**src/rtl/fifo_defines_pkg.sv**
```systemverilog
// Shared definitions for the FIFO-fed DAC SPI transmitter: default sizing and FSM state type.
package fifo_defines_pkg;

  localparam int unsigned DATA_WIDTH      = 16;
  localparam int unsigned CLK_DIV_DEFAULT = 2;
  localparam int unsigned CS_GAP_DEFAULT  = 2;

  typedef enum logic [2:0] {
    IDLE,
    FETCH,
    LOAD,
    SHIFT,
    GAP
  } dac_state_t;

endpackage

```
**src/rtl/dac_sclk_div.sv**
```systemverilog
// SPI clock divider: while enabled, toggles SCLK every CLK_DIV clk cycles and emits
// single-cycle rise/fall ticks in the cycle before the corresponding SCLK edge.
// Disabling clears the counter and parks SCLK low.
module dac_sclk_div #(
  parameter int unsigned CLK_DIV = 2
) (
  input  logic i_clk,
  input  logic i_rst,
  input  logic i_en,
  output logic o_sclk,
  output logic o_rise,
  output logic o_fall
);

  logic [7:0] r_cnt;
  logic       r_sclk;
  logic       w_tick;

  assign w_tick = i_en && (r_cnt == 8'(CLK_DIV - 1));

  // Half-period counter and SCLK level
  always_ff @(posedge i_clk or posedge i_rst) begin
    if (i_rst) begin
      r_cnt  <= '0;
      r_sclk <= 1'b0;
    end else if (!i_en) begin
      r_cnt  <= '0;
      r_sclk <= 1'b0;
    end else if (w_tick) begin
      r_cnt  <= '0;
      r_sclk <= ~r_sclk;
    end else begin
      r_cnt  <= r_cnt + 8'd1;
    end
  end

  // Edge ticks decoded from the pending toggle direction
  always_comb begin
    o_sclk = r_sclk;
    o_rise = w_tick && !r_sclk;
    o_fall = w_tick && r_sclk;
  end

endmodule

```
**src/rtl/fifo_dac_spi_tx.sv**
```systemverilog
// FIFO-fed SPI transmitter for a DAC (mode 0, MSB first, one sample per frame).
// Optional build macro DAC_OFFSET_BINARY_EN: invert the sample MSB on capture
// (two's complement to offset binary); undefined sends samples unmodified.
module fifo_dac_spi_tx #(
  parameter int unsigned DATA_WIDTH = fifo_defines_pkg::DATA_WIDTH,
  parameter int unsigned CLK_DIV    = fifo_defines_pkg::CLK_DIV_DEFAULT,
  parameter int unsigned CS_GAP     = fifo_defines_pkg::CS_GAP_DEFAULT
) (
  input  logic                  clk,
  input  logic                  rst,
  input  logic                  en_i,
  input  logic                  fifo_empty_i,
  input  logic [DATA_WIDTH-1:0] fifo_data_i,
  output logic                  fifo_rd_o,
  output logic                  sclk_o,
  output logic                  mosi_o,
  output logic                  cs_n_o,
  output logic                  busy_o,
  output logic [15:0]           frame_cnt_o
);

  import fifo_defines_pkg::*;

  localparam int unsigned BCW = $clog2(DATA_WIDTH + 1);

  dac_state_t            r_state;
  dac_state_t            w_next;
  logic [DATA_WIDTH-1:0] r_shift;
  logic [DATA_WIDTH-1:0] w_sample;
  logic [BCW-1:0]        r_bit_cnt;
  logic [3:0]            r_gap_cnt;
  logic [15:0]           r_frame_cnt;
  logic                  w_div_en;
  logic                  w_sclk;
  logic                  w_rise;
  logic                  w_fall;
  logic                  w_last;
  logic                  w_gap_done;

`ifdef DAC_OFFSET_BINARY_EN
  assign w_sample = {~fifo_data_i[DATA_WIDTH-1], fifo_data_i[DATA_WIDTH-2:0]};
`else
  assign w_sample = fifo_data_i;
`endif

  // The divider runs from LOAD so that LOAD counts as the first low half-period of SCLK
  assign w_div_en   = (r_state == LOAD) || (r_state == SHIFT);
  assign w_last     = w_fall && (r_bit_cnt == BCW'(DATA_WIDTH));
  assign w_gap_done = (r_gap_cnt == 4'(CS_GAP - 1));

  dac_sclk_div #(
    .CLK_DIV (CLK_DIV)
  ) u_sclk_div (
    .i_clk  (clk),
    .i_rst  (rst),
    .i_en   (w_div_en),
    .o_sclk (w_sclk),
    .o_rise (w_rise),
    .o_fall (w_fall)
  );

  // FSM state register
  always_ff @(posedge clk or posedge rst) begin
    if (rst) r_state <= IDLE;
    else     r_state <= w_next;
  end

  // FSM next-state logic
  always_comb begin
    w_next = r_state;
    case (r_state)
      IDLE:    if (en_i && !fifo_empty_i) w_next = FETCH;
      FETCH:   w_next = LOAD;
      LOAD:    w_next = SHIFT;
      SHIFT:   if (w_last) w_next = GAP;
      GAP:     if (w_gap_done) w_next = IDLE;
      default: w_next = IDLE;
    endcase
  end

  // FSM outputs
  always_comb begin
    fifo_rd_o   = (r_state == IDLE) && en_i && !fifo_empty_i && !rst;
    cs_n_o      = !w_div_en;
    mosi_o      = w_div_en ? r_shift[DATA_WIDTH-1] : 1'b0;
    sclk_o      = w_sclk;
    busy_o      = (r_state != IDLE);
    frame_cnt_o = r_frame_cnt;
  end

  // Shift register: load in FETCH, advance on SCLK falling edges
  always_ff @(posedge clk or posedge rst) begin
    if (rst)                             r_shift <= '0;
    else if (r_state == FETCH)           r_shift <= w_sample;
    else if (r_state == SHIFT && w_fall) r_shift <= {r_shift[DATA_WIDTH-2:0], 1'b0};
  end

  // Rising-edge count within the current frame
  always_ff @(posedge clk or posedge rst) begin
    if (rst)                r_bit_cnt <= '0;
    else if (!w_div_en)     r_bit_cnt <= '0;
    else if (w_rise)        r_bit_cnt <= r_bit_cnt + BCW'(1);
  end

  // Chip-select gap timer
  always_ff @(posedge clk or posedge rst) begin
    if (rst)                 r_gap_cnt <= '0;
    else if (r_state != GAP) r_gap_cnt <= '0;
    else                     r_gap_cnt <= r_gap_cnt + 4'd1;
  end

  // Completed-frame counter, bumped on GAP entry
  always_ff @(posedge clk or posedge rst) begin
    if (rst)                             r_frame_cnt <= '0;
    else if (r_state == SHIFT && w_last) r_frame_cnt <= r_frame_cnt + 16'd1;
  end

endmodule

```
**config.mk**
```make
export PLATFORM = sky130hd
export DESIGN_NAME = fifo_dac_spi_tx
export DESIGN_NICKNAME = d
export VERILOG_FILES = /design/src/rtl/fifo_defines_pkg.sv /design/src/rtl/dac_sclk_div.sv /design/src/rtl/fifo_dac_spi_tx.sv
export SDC_FILE = /design/constraint.sdc
export NUM_CORES = 1
export LEC_CHECK = 0
export ABC_AREA = 1
export CAP_MARGIN = 20
export CORE_UTILIZATION = 36
export CTS_CLUSTER_SIZE = 30
export DETAILED_ROUTE_END_ITERATION = 8
export GPL_TIMING_DRIVEN = 1
export HOLD_SLACK_MARGIN = 0.08
export REMOVE_ABC_BUFFERS = 1
export SYNTH_ARGS = -nofsm -noshare
export SYNTH_HDL_FRONTEND = slang
export SYNTH_SLANG_ARGS = --single-unit
```
**constraint.sdc**
```tcl
create_clock -name clk -period 4.4 [get_ports clk]
set_input_delay 0.44 -clock clk [delete_from_list [all_inputs] [get_ports clk]]
set_output_delay 0.44 -clock clk [all_outputs]
set_load 0.01 [all_outputs]
```
==> results.cfg, run 1 <==
[global_routing]
antenna_found_initial = 0
grt.total_usage_pct = 15.1
grt_max_degree = 41
grt_pass1_vias = 2351
overflow = 0
grt_pass1_wl_um = 10600

[worst_setup_path]
slowest_stage = clkdlybuf4s50_1
reg2reg_slack_ps = 2230
critical_path_class = flop to output port
r2r_end = r_shift[14]
critPathCaptureType = output port
worst-path-buf-inv = 2
cp.required_ps = 3960
crit_family = buffers and inverters
rr_worst_depth = 7
worst_r2r_startpoint = r_state[1]
path_max_fanout = 4
critPathMaxStageDelay_ps = 590
worst_setup_path_start_kind = flop
path_cells = or2_2 -> nor2_1 -> inv_1 -> nor4_1 -> clkdlybuf4s50_1
crit_start = r_state[2]
critical_path_arrival_ps = 2090

[finish]
nets = 456
multi_input_area_sq_um = 1380
drive_above_1_share_pct = 3.72
antenna_cells = 0
synthToLayoutAreaGrowth_pct = 20.7
regArea_sq_um = 1330
fill_cells = 804

[synth]
synth_top_family_by_area = simple AND/OR/NAND/NOR gates
synthXorXnorAreaFrac_pct = 4.76
avgSynthCellArea_sq_um = 7.57
synth_top_area_share_pct = 45.0
netlist_area_sq_um = 2940
synth_compound_area_share_pct = 6.54
yosys.area_share.simple_pct = 32.5
ys.warnings.count = 0
yosysTopAreaCell = dfrtp_1
yosysSeqAreaShare_pct = 45.0
ys_types = 24
synth_mux_area_share_pct = 0
ys_ff_latch = 53
synth_fa_ha_area_share_pct = 2.97
synthTopCellsByArea = dfrtp_1, nand2_1, inv_1, nand3_1, nor2_1
netlist_instances = 389

[power]
leakage_nw = 1.79
p_int_w = 0.000692
combinationalPowerShare_pct = 3.7
power_frac_seq_pct = 56.3
power.density_nw_per_um2 = 245
netSwitchingPower_w = 0.000177
switching_share_pct = 20.4
ir_worst_vdd_v = 0.000135
pwr-share-clk_pct = 40.0

[drt]
drc = 0
vias = 2486
wl_per_cell_um = 11.0
drtPass1Iterations = 4
ant_nets = 0
avgViaCountPerCell = 4.67
dr.first_iter.drc_count = 94
routed_wl_um = 5860

[status]
status = finished clean

[floorplanning]
die_h_um = 92.4
core_sq_um = 7810
io_pins = 41
fp-row-count = 32
dieArea_sq_um = 8540
start_util_pct = 37.7
die_w_um = 92.4

[clock_network]
cts_resized = 0
cts_sinks = 53
clkLatencyLatePin_ps = 300
cts_tree = built
cts.path.max_buffers = 2
cts_inserted_buffers = 5
root_buffer = clkbuf_8
ctsHtreeMaxLevel = 2
cts_hold_buf = 0
post-cts-setup-buffers = 0
path_clk_slew_ps = 100

[timing]
skew_ps = 10.7
fin_tns_setup_ps = 0
maxSlewViolCount = 0
worst_pin_slew_ps = 709
slew_headroom_pct = 52.6
fin_ws_ps = 1870
setup_violations = 0
period_minus_slack_ps = 2530
timing.fmax_mhz = 396
finalCritPeriodShare_pct = 57.5
rsz0062_at_grt = false
finalHoldViolations = 0

[placed_design]
place_congestion = 0.771
place_hpwl_um = 4150
io_buffers = 40
place_ws_ps = 2180

[worst_hold_path]
holdCritPathClass = input pin to async pin

[flow_run]
cap_violations = 0
[area by class of cell]
type	instances	area share, %
repair buffers	42	11.7
clock inverters	1	0.845
clock buffers	7	2.43
well taps	102	3.59
inverters	51	5.39
flip-flops and latches	53	37.3
multi-input cells	276	38.7
[synthesized netlist by cell type]
library cell  instances
a21oi_1               3
buf_2                 4
buf_4                 3
clkbuf_1              2
dfrtp_1              53
ha_1                  7
inv_1                51
nand2_1             135
nand3_1              35
nand4_1               4
nand4_4               1
nor2_1               37
nor2_4                2
nor2_8                1
nor3_1                4
nor3b_1               1
nor4_1                1
o21ai_0               8
o21ai_1               1
o21bai_1             16
o22ai_1               2
or2_2                 2
xnor2_1               1
xor2_1               15
[power groups by stage]
stage	Clock, W	Sequential, W	Combinational [W]
6_report	0.000348	0.000489	0.0000325
5_1_grt	0.000379	0.000490	0.0000374
4_1_cts	0.000359	0.000489	0.0000338
3_5_place_dp	0	0.000499	0.0000337
3_3_place_gp	0	0.000499	0.0000340
2_1_floorplan	0	0.000499	0.0000110
[metrics by stage]
stage | utilization, % | hold WS [ps] | instances | total power, W | instance area [sq um]
after floorplan | - | 452 | 380 | 0.000510 | 2890
after global placement | 44.0 | 460 | 524 | 0.000533 | 3440
after detailed placement | 44.0 | 465 | 524 | 0.000533 | 3440
after CTS | 45.5 | 419 | 532 | 0.000882 | 3550
after global routing | 45.5 | 444 | 532 | 0.000906 | 3550
final | 45.5 | 412 | 532 | 0.000869 | 3550
[cell usage in the layout (no fill, tap or decap)]
cell type | Yosys | routed
inv_2 | 0 | 1
clkbuf_8 | 0 | 6
clkbuf_1 | 2 | 1
nor3b_1 | 1 | 1
a21oi_1 | 3 | 3
nand4_4 | 1 | 1
inv_1 | 51 | 50
clkdlybuf4s50_1 | 0 | 40
nor3_1 | 4 | 4
dfrtp_1 | 53 | 53
nor2_1 | 37 | 37
nor2_4 | 2 | 2
o21ai_1 | 1 | 1
ha_1 | 7 | 7
nor2_8 | 1 | 1
xnor2_1 | 1 | 1
bufinv_16 | 0 | 1
o21bai_1 | 16 | 16
nand3_1 | 35 | 35
nor4_1 | 1 | 1
o21ai_0 | 8 | 8
or2_2 | 2 | 2
buf_4 | 3 | 2
o22ai_1 | 2 | 2
nand4_1 | 4 | 4
xor2_1 | 15 | 15
nand2_1 | 135 | 135
[per-layer routing]
| metal | share of wire [%] | global-route usage (%) | wire length (um) |
|---|---|---|---|
| met3 | 3.1 | 2.71 | 184 |
| met5 | 0 | 0 | 0 |
| met4 | 0.61 | 3.13 | 36 |
| met2 | 46 | 24.6 | 2710 |
| met1 | 50 | 20.9 | 2930 |
[flip-flops by register name, summed over array words and instances (netlist names)]
register           flops
frame_cnt_o           16
r_shift               16
u_sclk_div.r_cnt       8
r_bit_cnt              5
r_gap_cnt              4
r_state                3
u_sclk_div.o_sclk      1
[cells by family after synthesis]
family | count (synthesis)
AND/OR/NAND/NOR | 223
adder cells (fa/ha/maj) | 7
AO/OA/AOI/OAI | 30
flip-flops | 53
XOR/XNOR | 16
buffers and inverters | 60
[worst register-to-register path: cells and delay by family, from the launching register on]
kind                   cells  cell delay [ps]
buffers and inverters      2              820
DFF                        1              420
and+or+nand+nor            5              870
[how the worst max path moves through the flow]
stage	to	slack [ps]	depth (start not counted)
floorplan	r_shift[10]	2490	8
global placement	fifo_rd_o	2190	4
detailed placement	fifo_rd_o	2180	4
CTS	fifo_rd_o	1840	5
global route	fifo_rd_o	1740	5
finish	fifo_rd_o	1870	5
Note: power is estimated with default switching activity, not from simulation.
==> run 2: changes to the inputs <==
==> constraint.sdc (replaced) <==
create_clock -name clk -period 2.3 [get_ports clk]
set_input_delay 0.23 -clock clk [delete_from_list [all_inputs] [get_ports clk]]
set_output_delay 0.23 -clock clk [all_outputs]
set_load 0.01 [all_outputs]
==> results.cfg, run 2 (synthesized netlist as in run 1, its figures left out) <==
[clock_network]
clkLatencyLatePin_ps = 300
cts_hold_buf = 0
ctsHtreeMaxLevel = 2
cts_inserted_buffers = 5
path_clk_slew_ps = 90
cts_tree = built
cts_sinks = 53
cts.path.max_buffers = 2
root_buffer = clkbuf_8

[worst_setup_path]
r2r_end = frame_cnt_o[8]
rr_worst_depth = 8
cpMostUsedCell = inv_1
cp.required_ps = 2070
cp.depth = 5
path_cells = inv_1 -> nor2_8 -> inv_1 -> nor2_1 -> clkdlybuf4s50_1
worst-path-buf-inv = 3
slowest_stage = clkdlybuf4s50_1
critical_path_arrival_ps = 1830
reg2reg_slack_ps = 490
crit_family = buffers and inverters
critPathCaptureType = output port
worst_r2r_startpoint = r_bit_cnt[0]
critical_path_class = flop to output port
path_max_fanout = 9
worst_setup_path_start_kind = flop
critPathMaxStageDelay_ps = 550

[timing]
period_minus_slack_ps = 2060
finalHoldViolations = 0
fin_ws_ps = 238
timing.fmax_mhz = 485
setup_violations = 0
finalCritPeriodShare_pct = 89.6
slew_headroom_pct = 62.9
skew_ps = 2.86
worst_pin_slew_ps = 556
fin_tns_setup_ps = 0
maxSlewViolCount = 0
rsz0062_at_grt = false

[global_routing]
grt_pass1_wl_um = 10900
overflow = 0
grt_pass1_vias = 2403
grt_max_degree = 24
grt.total_usage_pct = 15.7
antenna_found_initial = 0

[finish]
antenna_cells = 0
fill_cells = 815
final_cell_mix = nand2_1, dfrtp_1, inv_1, clkdlybuf4s50_1, nor2_1
synthToLayoutAreaGrowth_pct = 21.2
drive_above_1_share_pct = 4.17
multi_input_area_sq_um = 1380
nets = 458
regArea_sq_um = 1330
mostFrequentLayoutCell = nand2_1
final_cells = 534

[placed_design]
io_buffers = 40
place_congestion = 0.790
place_hpwl_um = 4220
place_ws_ps = 336
placed_cells = 526

[floorplanning]
die_h_um = 92.4
io_pins = 41
dieArea_sq_um = 8540
fp-row-count = 32
start_util_pct = 37.7
core_sq_um = 7810
die_w_um = 92.4

[status]
status = finished clean

[drt]
ant_nets = 0
avgViaCountPerCell = 4.60
drc = 0
dr.first_iter.drc_count = 49
drtPass1Iterations = 4
routed_wl_um = 5900
wl_per_cell_um = 11.1
vias = 2458

[power]
p_int_w = 0.00132
combinationalPowerShare_pct = 3.9
power.density_nw_per_um2 = 463
ir_worst_vdd_v = 0.000237
power_w = 0.00165
power_frac_seq_pct = 56.6
leakage_nw = 1.80
pwr-share-clk_pct = 39.5
switching_share_pct = 19.9
netSwitchingPower_w = 0.000328

[flow_run]
cap_violations = 0

[worst_hold_path]
holdCritPathClass = input pin to async pin
-- run 2: stage by stage --
stage          area (sq um)  util (%)  hold slack, ps
5_1_grt                3570      45.7             231
4_1_cts                3570      45.7             212
6_report               3570      45.7             211
3_3_place_gp           3450      44.2             459
3_5_place_dp           3450      44.2             463
2_1_floorplan          2890         -             347
-- run 2: power groups by stage --
stage / sequential, W / combinational (W) / clock [W]
floorplan: 0.000954 / 0.0000210 / 0
finish: 0.000936 / 0.0000638 / 0.000654
global placement: 0.000955 / 0.0000659 / 0
CTS: 0.000936 / 0.0000664 / 0.000681
detailed placement: 0.000954 / 0.0000663 / 0
global route: 0.000937 / 0.0000726 / 0.000714
-- run 2: area by class of cell --
type	instances	area share, %
multi-input combinational	276	38.6
sequential	53	37.2
timing repair buffer	44	12.0
inverter	51	5.37
tap	102	3.58
clock buffer	7	2.42
clock inverter	1	0.842
-- run 2: how the worst max path moves through the flow --
stage / start / endpoint / slack [ps]
finish: r_state[1] / mosi_o / 240
global route: r_state[1] / mosi_o / 100
CTS: r_state[1] / mosi_o / 200
detailed placement: r_state[2] / fifo_rd_o / 340
global placement: r_state[2] / fifo_rd_o / 380
floorplan: u_sclk_div.r_cnt[1] / r_shift[10] / 390
-- run 2: repair_timing --
| action | 4_1_cts | 5_1_grt |
|---|---|---|
| resized for setup | 1 | 0 |
| buffers inserted | 0 | 0 |
| setup endpoints to repair | 1 | 0 |
-- run 2: routing by layer --
metal / routed length (um) / part of all wire, % / GRT usage (%)
met4: 83 / 1.4 / 4.82
met3: 232 / 3.9 / 3.04
met1: 3000 / 51 / 21.6
met2: 2580 / 44 / 24.8
met5: 0 / 0 / 0
==> run 3: changes to the inputs <==
--- a/config.mk
+++ b/config.mk
@@ -13,6 +13,7 @@
 export GPL_TIMING_DRIVEN = 1
 export HOLD_SLACK_MARGIN = 0.08
 export REMOVE_ABC_BUFFERS = 1
+export SKIP_CTS_REPAIR_TIMING = 1
 export SYNTH_ARGS = -nofsm -noshare
 export SYNTH_HDL_FRONTEND = slang
 export SYNTH_SLANG_ARGS = --single-unit
==> constraint.sdc (replaced) <==
create_clock -name clk -period 1.65 [get_ports clk]
set_input_delay 0.165 -clock clk [delete_from_list [all_inputs] [get_ports clk]]
set_output_delay 0.165 -clock clk [all_outputs]
set_load 0.01 [all_outputs]
==> results.cfg, run 3 (synthesized netlist as in run 1, its figures left out) <==
[clock_network]
path_clk_slew_ps = 110
clkLatencyLatePin_ps = 310
cts_inserted_buffers = 5
cts_sinks = 53
cts.path.max_buffers = 2
ctsHtreeMaxLevel = 2
cts_tree = built
root_buffer = clkbuf_8

[drt]
routed_wl_um = 6140
avgViaCountPerCell = 4.62
drtPass1Iterations = 4
dr.first_iter.drc_count = 84
drc = 0
vias = 2566
wl_per_cell_um = 11.0
ant_nets = 0

[worst_setup_path]
worst_setup_path_start_kind = flop
critPathMaxStageDelay_ps = 380
worst-path-buf-inv = 2
critPathCaptureType = output port
slowest_stage = dfrtp_1
critical_path_arrival_ps = 1530
critical_path_class = flop to output port
crit_family = simple AND/OR/NAND/NOR gates
cp.required_ps = 1480
path_cells = or2_2 -> nor2_1 -> inv_1 -> nor4_1 -> dlymetal6s2s_1
path_max_fanout = 3

[global_routing]
grt_pass1_wl_um = 11100
antenna_found_initial = 0
grt.total_usage_pct = 16.0
grt_max_degree = 44
overflow = 0
grt_pass1_vias = 2460

[power]
ir_worst_vdd_v = 0.000336
leakage_nw = 1.96
switching_share_pct = 20.4
pwr-share-clk_pct = 43.5
p_int_w = 0.00196
power_w = 0.00247
netSwitchingPower_w = 0.000504
power_frac_seq_pct = 52.9
power.density_nw_per_um2 = 650
combinationalPowerShare_pct = 3.6

[timing]
worst_pin_slew_ps = 379
maxSlewViolCount = 0
finalCritPeriodShare_pct = 102
period_minus_slack_ps = 1690
setup_violations = 1
timing.fmax_mhz = 592
slew_headroom_pct = 74.7
finalHoldViolations = 0
rsz0062_at_grt = true
skew_ps = 9.16
fin_ws_ps = -40.3

[finish]
mostFrequentLayoutCell = nand2_1
final_cell_mix = nand2_1, dfrtp_1, inv_1, nor2_1, clkdlybuf4s50_1
antenna_cells = 0
fill_cells = 776
synthToLayoutAreaGrowth_pct = 29.0
finish.utilization_pct = 48.6
nets = 480
drive_above_1_share_pct = 9.91

[floorplanning]
dieArea_sq_um = 8540
io_pins = 41
core_sq_um = 7810
fp-row-count = 32
die_h_um = 92.4
die_w_um = 92.4
start_util_pct = 37.7

[status]
status = finished, violations left
violations = negative setup slack

[placed_design]
io_buffers = 40
place_hpwl_um = 4550
place_congestion = 0.783

[flow_run]
cap_violations = 0

[worst_hold_path]
holdCritPathClass = input pin to async pin
## run 3: cell count changes in the layout (fill, tap and decap cells not counted), sizes merged
cell	change
buf	+22
dlymetal6s2s	+4
clkdlybuf4s50	-3
clkbuf	-2
bufinv	+1
dlygate4sd2	-1
inv	+1
## run 3: routing by layer
metal	track usage (%)	wire length [um]	vias to the layer above
li1	-	-	1338
met1	21.5	2930	1162
met2	26.0	2840	55
met3	2.63	240	11
met4	5.86	127	0
met5	0	0	-
## run 3: worst paths after layout
path                                     start             endpoint  slack (ps)  cells after the start
hold / removal                             rst          r_shift[13]         120                      2
setup reg to reg           u_sclk_div.r_cnt[6]          r_shift[15]         140                      9
max in group asynchronous                  rst  u_sclk_div.r_cnt[7]        1010                      3
setup / recovery                    r_state[2]            fifo_rd_o         -40                      5
min in group clk                fifo_data_i[0]           r_shift[0]         380                      3
hold reg to reg                     r_shift[0]           r_shift[1]         490                      2
## run 3: worst register-to-register path: cells and delay by family, from the launching register on
| kind | cells | cell delay, ps |
|---|---|---|
| flops | 1 | 440 |
| simple gates | 7 | 660 |
| buf+inv | 2 | 340 |
## run 3: per-stage QoR
step / setup TNS (ps) / cell area [sq um] / std cells / worst slack, ps / hold WS, ps
after floorplan: -3600 / 2890 / 380 / -258 / 282
after global placement: -90.3 / 3630 / 547 / -90.3 / 459
after detailed placement: -122 / 3630 / 547 / -122 / 461
after CTS: -1260 / 3770 / 555 / -467 / 131
after global routing: -179 / 3800 / 556 / -179 / 173
final: -40.3 / 3800 / 556 / -40.3 / 121
## run 3: power by group through the flow
stage / Clock (W) / Sequential [W] / Combinational, W
2_1_floorplan: 0 / 0.00133 / 0.0000292
3_3_place_gp: 0 / 0.00133 / 0.0000931
3_5_place_dp: 0 / 0.00133 / 0.0000935
4_1_cts: 0.00111 / 0.00131 / 0.0000936
5_1_grt: 0.00114 / 0.00131 / 0.000102
6_report: 0.00107 / 0.00130 / 0.0000894
## run 3: cell type report
type / count / area (sq um) / area share, %
inverters: 51 / 191 / 5.04
multi-input cells: 276 / 1380 / 36.4
clock inverters: 3 / 68.8 / 1.81
repair buffers: 66 / 631 / 16.6
clock buffers: 5 / 68.8 / 1.81
well taps: 102 / 128 / 3.36
flip-flops and latches: 53 / 1330 / 34.9
==> variant 1: new RTL, flow settings as in run 3 <==
`DATA_WIDTH`: 16 -> 8.
--- a/src/rtl/fifo_defines_pkg.sv
+++ b/src/rtl/fifo_defines_pkg.sv
@@ -1,7 +1,7 @@
 // Shared definitions for the FIFO-fed DAC SPI transmitter: default sizing and FSM state type.
 package fifo_defines_pkg;
 
-  localparam int unsigned DATA_WIDTH      = 16;
+  localparam int unsigned DATA_WIDTH      = 8;
   localparam int unsigned CLK_DIV_DEFAULT = 2;
   localparam int unsigned CS_GAP_DEFAULT  = 2;
 
Interface: changed (resized fifo_data_i); port bits go from 41 to 33. No check against the original RTL was run, so the function may have changed too.
==> variant 1 against run 3 <==
Sequential cell count down 9; wire length fell by 14%; worst setup slack improved by 0.15 ns; clock skew is 0.0027 ns lower; critical path depth down 3; utilization is 0.29 points lower; final area down 17%; synthesized area fell by 15%; sequential share of layout area down 0.060 points.
Power is not compared: it rests on default switching activity, and its combinational part moved more than twofold at a synthesized area within 25%.
==> variant 1: results (changes against run 3) <==
Mean Syn Cell Area 7.65 um2 (was 7.57 um2); initial DRC count 67 (was 84); Area after DPL 3040 um2 (was 3630 um2); crit-path max FO 4 (was 3); Slew headroom 0.729 (was 0.747); Nets 396 (was 480); ys flop type dfrtp_1 (unchanged); Inserted Diodes 0 (unchanged); Seq/Total Area, Yosys 0.441 (was 0.450); crit path max-delay cell type clkdlybuf4s50_1 (was dfrtp_1); outcome finished, final reports clean (was finished with violations); vias per inst 4.75 (was 4.62); CTS Buffer Depth 2 (unchanged); placed cell count 447 (was 547); I/O Buffers 32 (was 40); Peak VDD IR 0.529 mV; skew final 0.00646 ns (was 0.00916 ns); synth cell count leaders nand2_1 (104), inv_1 (45), dfrtp_1 (44), nor2_1 (37), nand3_1 (26) (was nand2_1 (135), dfrtp_1 (53), inv_1 (51), nor2_1 (37), nand3_1 (35)); r2r setup slk 0.17 ns (was 0.14 ns); setup slack at placement -0.0343 ns (was -0.122 ns); 1st-pass router iterations 4 (unchanged); max FFs per register 16; DP HPWL 3760 um (was 4550 um); vias in the first global route 2113 (was 2460); Async SR Flop Fraction 1.00 (unchanged); Worst Path Arrival 1.38 ns (was 1.53 ns); initial antenna violation count 0 (unchanged); fin cells 455 (was 556); final wirelength 5290 um (was 6140 um); Largest stage delay, worst path 0.53 ns (was 0.38 ns); layout cells sized above 1 0.0926 (was 0.0991); clk_lat worst skew 0.30 ns; Leakage 1.56 nW; main area contributors after synthesis dfrtp_1 (44%), nand2_1 (16%), inv_1 (6.8%), nor2_1 (5.6%), nand3_1 (5.2%) (was dfrtp_1 (45%), nand2_1 (17%), inv_1 (6.5%), nand3_1 (5.9%), nor2_1 (4.7%)); GPL Wtd Cong 0.786 (was 0.783); Root Driver clkbuf_8 (unchanged); Yosys warning total 0 (unchanged); largest net degree at the start of global routing 45 (was 44); count of cell types in the netlist 26 (was 24); H-tree Lvls 2 (unchanged); first-pass GRT wire length 9250 um (was 11100 um); capturing point of the worst reg2reg path r_shift[5]$_DFFE_PP0P_ (was r_shift[15]$_DFFE_PP0P_); r2r startpoint u_sclk_div.r_cnt[1]$_DFF_PP0_ (was u_sclk_div.r_cnt[6]$_DFF_PP0_); Worst Reg2Reg Path Length in Cells 9 (unchanged); TritonCTS Buffers 5 (unchanged); hold crit path type input pin to asynchronous set/reset pin (unchanged); max-cap violations 0 (unchanged); Min Hold Slack 0.233 ns (was 0.121 ns); GR Util All Layers 0.159 (was 0.160); fmax 648 MHz (was 592 MHz); Clock Pin Slew Worst Setup and Hold Paths 0.09 ns (was 0.11 ns)
variant 1: cell count changes after synthesis, moves of 3 or more:
cell,change
nand3_1,-9
inv_1,-6
dfrtp_1,-9
xor2_1,-3
nand2_1,-31
buf_4,-3
variant 1: power breakdown:
part           leakage [nW]  total [W]  switching [W]  internal [W]
Sequential            0.589    0.00135       0.000105       0.00124
Clock                0.0445   0.000715       0.000375      0.000341
Combinational         0.922    0.00122       0.000731      0.000487
variant 1: logic make-up (layout without fill, tap and decap cells):
group	count (synthesis)	count (layout)	synth area share
fa+ha+maj	7	7	0.0351
simple gates	182	182	0.319
xor+xnor	14	14	0.0491
buf+inv	50	102	0.0792
flops	44	44	0.441
compound gates	29	29	0.0757
variant 1: layout make-up:
class,instances,area (um2)
flip-flops and latches,44,1100
well taps,77,96.3
repair buffers,49,487
fillers,638,3370
inverters,45,169
clock buffers,7,86.3
clock inverters,1,7.51
multi-input cells,232,1210
variant 1: critical path, delay by kind of cell, from the launching register on:
| kind | cells | cell delay [ns] |
|---|---|---|
| buf+inv | 2 | 0.67 |
| flops | 1 | 0.41 |
variant 1: worst max path at each step:
stage	start	end	cells past startpoint
floorplan	r_bit_cnt[0]$_DFFE_PP0P_	frame_cnt_o[10]$_DFFE_PP0P_	8
global placement	en_i	fifo_rd_o	4
detailed placement	en_i	fifo_rd_o	4
CTS	r_state[2]$_DFFE_PP0P_	fifo_rd_o	5
finish	frame_cnt_o[0]$_DFFE_PP0P_	frame_cnt_o[0]	2
global route	u_sclk_div.r_cnt[1]$_DFF_PP0_	frame_cnt_o[12]$_DFFE_PP0P_	8
variant 1: routing by layer:
layer | global-route usage | part of all wire
met5 | 0 | 0
met4 | 0.0545 | 0.0091
met3 | 0.0321 | 0.044
met2 | 0.267 | 0.46
met1 | 0.205 | 0.48
==> variant 2: new RTL, config.mk and constraints of run 3 <==
Made on the original files. Re-encode `dac_state_t` (5 states) as one-hot, 5 bits wide.
--- a/src/rtl/fifo_defines_pkg.sv
+++ b/src/rtl/fifo_defines_pkg.sv
@@ -5,12 +5,12 @@
   localparam int unsigned CLK_DIV_DEFAULT = 2;
   localparam int unsigned CS_GAP_DEFAULT  = 2;
 
-  typedef enum logic [2:0] {
-    IDLE,
-    FETCH,
-    LOAD,
-    SHIFT,
-    GAP
+  typedef enum logic [4:0] {
+    IDLE  = 5'b00001,
+    FETCH = 5'b00010,
+    LOAD  = 5'b00100,
+    SHIFT = 5'b01000,
+    GAP   = 5'b10000
   } dac_state_t;
 
 endpackage
Function: no difference found for any inputs over 10 cycles, from zero or initial values and one cycle with rst high; not proved beyond that.
==> variant 2 against run 3 <==
Count of clock-buffer cells in the layout stayed put; worst setup slack better by 0.082 ns; largest cell class unchanged; final area grew 1.0%; clock skew decreased by 0.0024 ns; first-iteration DRC count fell by 30%; synthesized area hardly changed; wire length down 1.7%; sequential cell count grew 2.
Power is not compared: it rests on default switching activity, and its combinational part moved more than twofold at a synthesized area within 25%.
==> variant 2: results (changes against run 3) <==
CTS Buffer Depth 2 (unchanged); DP HPWL 4470 um (was 4550 um); 1st-pass router iterations 4 (unchanged); first-pass GRT wire length 10700 um (was 11100 um); fill cell count 776 (unchanged); layout cells sized above 1 0.124 (was 0.0991); Post-synth EDFFs 0 (unchanged); TritonCTS Buffers 5 (unchanged); clk_lat worst skew 0.31 ns (about the same); sequential power share 0.474; drt wl/cell 11.1 um (was 11.0 um); Switching Share 0.298; Mapped Cells 377 (was 389); Clock Pin Slew Worst Setup and Hold Paths 0.10 ns; vias in the first global route 2439 (was 2460); setup slack at placement -0.0292 ns (was -0.122 ns); skew final 0.00680 ns (was 0.00916 ns); post-layout util 0.491 (was 0.486); fin cells 544 (was 556); Nets 468 (was 480); synth cell count leaders nand2_1 (116), dfrtp_1 (54), nor2_1 (43), inv_1 (40), nand3_1 (31) (was nand2_1 (135), dfrtp_1 (53), inv_1 (51), nor2_1 (37), nand3_1 (35)); Async SR Flop Fraction 1.00 (unchanged); crit-path max FO 3 (unchanged); Logic power comb 0.000929 W; GPL Wtd Cong 0.838 (was 0.783); Leakage 1.82 nW; hold crit path type input pin to asynchronous set/reset pin (unchanged); I/O Buffers 40 (unchanged); outcome finished, final reports clean (was finished with violations); initial DRC count 59 (was 84); Inserted Diodes 0 (unchanged); Peak VDD IR 0.556 mV; GR Util All Layers 0.157 (was 0.160); Area after DPL 3630 um2 (about the same); placed cell count 532 (was 547); Clock Power Share 0.260; H-tree Lvls 2 (unchanged); count of cell types in the netlist 31 (was 24); main area contributors after synthesis dfrtp_1 (46%), nand2_1 (15%), nor2_1 (5.5%), nand3_1 (5.3%), inv_1 (5.1%) (was dfrtp_1 (45%), nand2_1 (17%), inv_1 (6.5%), nand3_1 (5.9%), nor2_1 (4.7%)); Root Driver clkbuf_8 (unchanged); worst slew pin tran 0.478 ns (was 0.379 ns); initial antenna violation count 0 (unchanged); Seq/Total Area, Yosys 0.468 (was 0.450); largest net degree at the start of global routing 31 (was 44); Worst Reg2Reg Path Length in Cells 9 (unchanged); Yosys warning total 0 (unchanged); routed via count 2551 (was 2566)
## variant 2: final timing paths
| check | from | end | slack [ns] |
|---|---|---|---|
| setup / recovery | r_state[0]$_DFFE_PP1P_ | fifo_rd_o | 0.04 |
| hold / removal | rst | r_state[1]$_DFFE_PP0P_ | 0.24 |
| setup reg to reg | r_state[0]$_DFFE_PP1P_ | r_bit_cnt[1]$_DFFE_PP0P_ | 0.13 |
| hold reg to reg | u_sclk_div.r_cnt[0]$_DFF_PP0_ | u_sclk_div.r_cnt[0]$_DFF_PP0_ | 0.51 |
| max in group asynchronous | rst | u_sclk_div.r_cnt[3]$_DFF_PP0_ | 0.96 |
| min in group clk | fifo_data_i[0] | r_shift[0]$_DFFE_PP0P_ | 0.41 |
## variant 2: metal layers
| layer | up-vias | GRT usage | wire (um) |
|---|---|---|---|
| met5 | - | 0 | 0 |
| met2 | 43 | 0.278 | 3000 |
| met1 | 1187 | 0.185 | 2740 |
| li1 | 1310 | - | - |
| met4 | 0 | 0.0521 | 106 |
| met3 | 11 | 0.0394 | 194 |
## variant 2: cell families (layout without fill, tap and decap cells)
group,Yosys count,count (layout),synth area share
compound gates,36,36,0.0654
xor+xnor,19,19,0.0565
fa+ha+maj,7,7,0.0297
buf+inv,51,116,0.0743
flops,55,55,0.468
mux,1,1,0.00340
simple gates,208,208,0.303
## variant 2: cell type report
class,count,area share
clock buffers,5,0.0179
clock inverters,3,0.0114
inverters,42,0.0414
multi-input cells,271,0.363
flip-flops and latches,55,0.359
well taps,102,0.0333
repair buffers,66,0.174
## variant 2: critical path, cell delays in order (launching register included)
cell and delay, ns:
dfstp_2 0.56, nand4_1 0.13, buf_4 0.16, nor4_4 0.11, buf_2 0.17
